$ cat src/rtl/countdown60.sv
// Two-digit BCD countdown timer (59..00) with load validation, pause/resume
// and optional auto-reload from the last accepted preset.
module countdown60 #(
   parameter bit AUTO_RELOAD = 1'b0
) (
   input  logic       clk,
   input  logic       reset,
   input  logic       load,
   input  logic [7:0] load_val,
   input  logic       start,
   input  logic       pause,
   input  logic       tick,
   output logic [7:0] qout,
   output logic       busy,
   output logic       done,
   output logic       load_err
);

   typedef enum logic [1:0] {
      IDLE  = 2'd0,
      RUN   = 2'd1,
      PAUSE = 2'd2,
      DONE  = 2'd3
   } state_t;

   state_t     state, state_next;
   logic [7:0] reload, reload_next;
   logic [7:0] qout_next;
   logic       done_next, err_next, busy_next;
   logic       load_ok;

   function automatic logic [7:0] bcd_dec(input logic [7:0] v);
      if (v[3:0] != 4'd0) return {v[7:4], v[3:0] - 4'd1};
      else                return {v[7:4] - 4'd1, 4'd9};
   endfunction

   assign load_ok = load && (load_val[7:4] <= 4'd5) && (load_val[3:0] <= 4'd9);

   // NOTE: every output of this block is given a default first, so no path
   // leaves a variable unassigned and no latch is inferred.
   always_comb begin
      state_next  = state;
      qout_next   = qout;
      reload_next = reload;
      done_next   = 1'b0;
      err_next    = 1'b0;

      if (load_ok) begin
         qout_next   = load_val;
         reload_next = load_val;
         state_next  = IDLE;
      end else begin
         // A rejected load is flagged but the rest of the cycle proceeds.
         err_next = load;
         unique case (state)
            IDLE: begin
               if (start && qout != 8'h00) state_next = RUN;
            end
            RUN: begin
               if (pause) begin
                  state_next = PAUSE;
               end else if (tick) begin
                  if (qout == 8'h00) begin
                     // Only reachable with auto-reload: restart from the preset.
                     qout_next = reload;
                     if (reload == 8'h00) state_next = DONE;
                  end else if (qout == 8'h01) begin
                     qout_next = 8'h00;
                     done_next = 1'b1;
                     if (!AUTO_RELOAD) state_next = DONE;
                  end else begin
                     qout_next = bcd_dec(qout);
                  end
               end
            end
            PAUSE: begin
               if (start && !pause) state_next = RUN;
            end
            DONE: ;
            default: state_next = IDLE;
         endcase
      end

      busy_next = (state_next == RUN) || (state_next == PAUSE);
   end

   // NOTE: state registers use non-blocking assignments so every flop samples
   // the pre-edge values computed above, independent of statement order.
   always_ff @(posedge clk or negedge reset) begin
      if (!reset) begin
         state    <= IDLE;
         qout     <= 8'h00;
         reload   <= 8'h00;
         busy     <= 1'b0;
         done     <= 1'b0;
         load_err <= 1'b0;
      end else begin
         state    <= state_next;
         qout     <= qout_next;
         reload   <= reload_next;
         busy     <= busy_next;
         done     <= done_next;
         load_err <= err_next;
      end
   end

endmodule

$ cat config.mk
export PLATFORM = sky130hd
export DESIGN_NAME = countdown60
export DESIGN_NICKNAME = d
export VERILOG_FILES = /design/src/rtl/countdown60.sv
export SDC_FILE = /design/constraint.sdc
export NUM_CORES = 1
export LEC_CHECK = 0
export ABC_AREA = 1
export BUFFER_PORTS_ARGS = -buffer_cell sky130_fd_sc_hd__buf_2
export CAP_MARGIN = 20
export CORE_ASPECT_RATIO = 0.75
export CORE_UTILIZATION = 30
export DETAILED_ROUTE_END_ITERATION = 10
export PLACE_DENSITY_LB_ADDON = 0.12
export SYNTH_ARGS = -nofsm -noshare
export SYNTH_HDL_FRONTEND = slang
export SYNTH_SLANG_ARGS = --single-unit
$ cat constraint.sdc
create_clock -name clk -period 1.3 [get_ports clk]
set_input_delay 0.195 -clock clk [delete_from_list [all_inputs] [get_ports clk]]
set_output_delay 0.195 -clock clk [all_outputs]
set_load 0.02 [all_outputs]
==> results.tsv <==
stage	metric	value	unit
global_route	busiest grt layer	met2	
cts	CTS clk-pin slew, worst paths	0.08	ns
cells_and_area	Register Area	531	um2
place	GP Congestion	0.803	
sta	f_max	649	MHz
sta	period utilisation layout	1.19	
sta	setup total negative slack	-1.79	ns
global_route	initial antenna violation count	0	
run	max cap viols	0	
critical_path	worst-path cell chain	inv_4, ha_1, nor3b_4, nand2_2, buf_4, nand3_2, nand3_2, nand2_2, o21ai_1	
cts	clock tree buffer depth	2	
synthesis	Avg Cell Area, Syn	7.51	um2
place	DP Area	1760	um2
global_route	met3 global-route usage	0.0338	
power_and_ir_drop	total power	3.98	mW
cts	root buf cell	clkbuf_8	
place	HPWL after DPL	2640	um
detailed_routing	drt total wl	3550	um
global_route	Congestion Overflow GR	0	
power_and_ir_drop	pwr dens	2050	nW/um2
cells_and_area	cell area after layout	1940	um2
cells_and_area	synthesis-to-finish area growth	47.0	%
cts	TritonCTS buffer count	3	
floorplan	Die W	78.7	um
detailed_routing	Via density	4.49	
global_route	first-pass GRT wire length	5760	um
cts	Worst-Skew Late Latency	0.26	ns
sta	Slew @ Worst Pin	0.498	ns
critical_path	Crit path required time	1.46	ns
detailed_routing	via count	1325	
cts	H-Tree Depth	1	
place	placed insts	284	
floorplan	die area	4680	um2
cells_and_area	number of nets in the layout	259	
power_and_ir_drop	maximum vdd drop	0.865	mV
critical_path	CP max stage cell	dfrtp_2	
synthesis	post-synthesis cell type count	28	
cells_and_area	antenna cells	0	
detailed_routing	wire per inst	12.0	um
cells_and_area	multi-input logic area	813	um2
critical_path	CP arrival	1.70	ns
outcome	outcome	complete, but fails checks	
critical_path	Setup CP Type	reg2reg	
global_route	GR Util met2	0.261	
detailed_routing	ANT nets after route	0	
synthesis	post-synthesis net count	194	
critical_path	Worst path max stage delay	0.43	ns
sta	RSZ-0062 raised after global routing	true	
floorplan	die height	59.5	um
synthesis	register area share after synthesis	0.397	
global_route	vias in the first global route	1266	
critical_path	WP buf/inv	2	
global_route	GRT Overall Usage	0.162	
sta	WHS	0.147	ns
global_route	met1 Use GR	0.228	
floorplan	CORE AREA	4130	um2
cells_and_area	share of cells above drive strength 1	0.475	
cts	TritonCTS clock tree	done	
floorplan	# IOs	25	
detailed_routing	drt drc	0	
floorplan	Initial Utilization	0.320	
sta	max-slew violations	0	
power_and_ir_drop	P_leak	1.04	nW
cts	clock sinks	21	
cells_and_area	Fill cells	439	
detailed_routing	1st-iter DRT viols	79	
place	# port buffers	24	
critical_path	worst-path fanout max	4	
critical_path	Setup crit end kind	register	
global_route	largest net degree at the start of global routing	22	
sta	Worst slew margin	0.668	
critical_path	crit-path leading delay family	simple AND/OR/NAND/NOR gates	
critical_path	crit path launch type	register	
synthesis	Synth warnings	0	
worst_hold_path	Hold Crit Class	in2reg	
sta	setup ws final	-0.241	ns
sta	Final Hold Fails	0	
synthesis	leading area contributor after synthesis	dfrtp_1	
synthesis	cell area after synthesis	1320	um2
outcome	failing checks	setup timing	
sta	final setup fails	11	
sta	fin crit period	1.54	ns
synthesis	Gate Count Post-Synth	176	
synthesis	top cells by area, synth	dfrtp_1 40%, nand2_1 15%, nor2_1 6.0%, nand3_1 4.9%, ha_1 3.8%	
cells_and_area	Finished Layout Cells	295	
floorplan	Core Rows	20	
cells_and_area	commonest non-fill, non-tap cell in the layout	nand2_1	
synthesis	Yosys top cell area share	0.397	
cells_and_area	most frequent cells in the layout	50 x nand2_1, 37 x buf_4, 24 x buf_2	
sta	clk_skew	0.00691	ns
detailed_routing	DR pass1 iterations	4	
synthesis	FF+latch count, synth	21	
==> per-layer routing <==
layer	wire (um)	up-vias
met5	0	-
met4	45	0
met3	114	5
met2	1580	24
met1	1810	612
li1	-	684
==> power breakdown <==
part / leakage, nW / switching [mW] / internal [mW]
combinational: 0.753 / 1.37 / 1.15
clock: 0.0228 / 0.218 / 0.218
sequential: 0.260 / 0.166 / 0.854
total: 1.04 / 1.76 / 2.22
==> synthesized netlist by cell type <==
| master | number |
|---|---|
| nor3_1 | 1 |
| nand2_2 | 6 |
| o21ai_0 | 1 |
| nand2_1 | 54 |
| nor2_1 | 21 |
| dfrtp_1 | 21 |
| and2_1 | 1 |
| o21ai_2 | 1 |
| nand3b_1 | 1 |
| buf_6 | 2 |
| o21ai_1 | 10 |
| nor3b_1 | 1 |
| nand3_4 | 1 |
| nand3_1 | 13 |
| nand2_4 | 3 |
| xnor2_1 | 1 |
| a21oi_1 | 4 |
| inv_1 | 11 |
| inv_4 | 1 |
| nor3b_2 | 1 |
| o21a_2 | 1 |
| xor2_1 | 2 |
| ha_1 | 4 |
| nor3_2 | 1 |
| nor2_4 | 2 |
| inv_2 | 7 |
| nor2_2 | 1 |
| nand4_1 | 3 |
==> registers in the layout (all words and copies together) (netlist names) <==
name,count
busy,1
done,1
load_err,1
qout,8
reload,8
state,2
==> repair_timing <==
item / 4_1_cts / 5_1_grt
setup endpoints to repair: 12 / 12
setup buffers: 1 / 5
hold endpoints to repair: 21 / 0
resized for setup: 7 / 13
hold buffers: 1 / 0
pin swaps: 4 / 10
==> tightest hold or removal path: cells and delay by family <==
kind,cells,cell delay (ns)
and+or+nand+nor,1,0.03
buffers and inverters,2,0.14
==> metrics by stage <==
step,utilization,worst slack [ns]
floorplan,-,-0.132
global placement,0.425,-0.167
detailed placement,0.425,-0.190
CTS,0.449,-0.169
global route,0.471,-0.311
finish,0.471,-0.241
==> final cells by class <==
type / count / area share
flip-flops and latches: 21 / 0.273
clock buffers: 4 / 0.0232
multi-input cells: 134 / 0.418
inverters: 19 / 0.0405
well taps: 55 / 0.0354
repair buffers: 62 / 0.210
==> kinds of logic after synthesis <==
kind of cell	synth area share
and+or+nand+nor	0.402
buffers and inverters	0.0729
AOI/OAI and AO/OA	0.0700
adders and majority gates	0.0378
DFF	0.397
xor gates and xnor gates	0.0199
==> worst paths after layout <==
path	end	cells after the start	startpoint	slack [ns]
min in group asynchronous	reload[7]	2	reset	0.43
hold reg to reg	reload[1]	2	reload[1]	0.50
hold / removal	load_err	3	load	0.15
setup / recovery	qout[2]	9	qout[1]	-0.24
max in group asynchronous	qout[0]	2	reset	0.51
setup reg to reg	qout[2]	9	qout[1]	-0.24
Note: power is estimated with default switching activity, not from simulation.
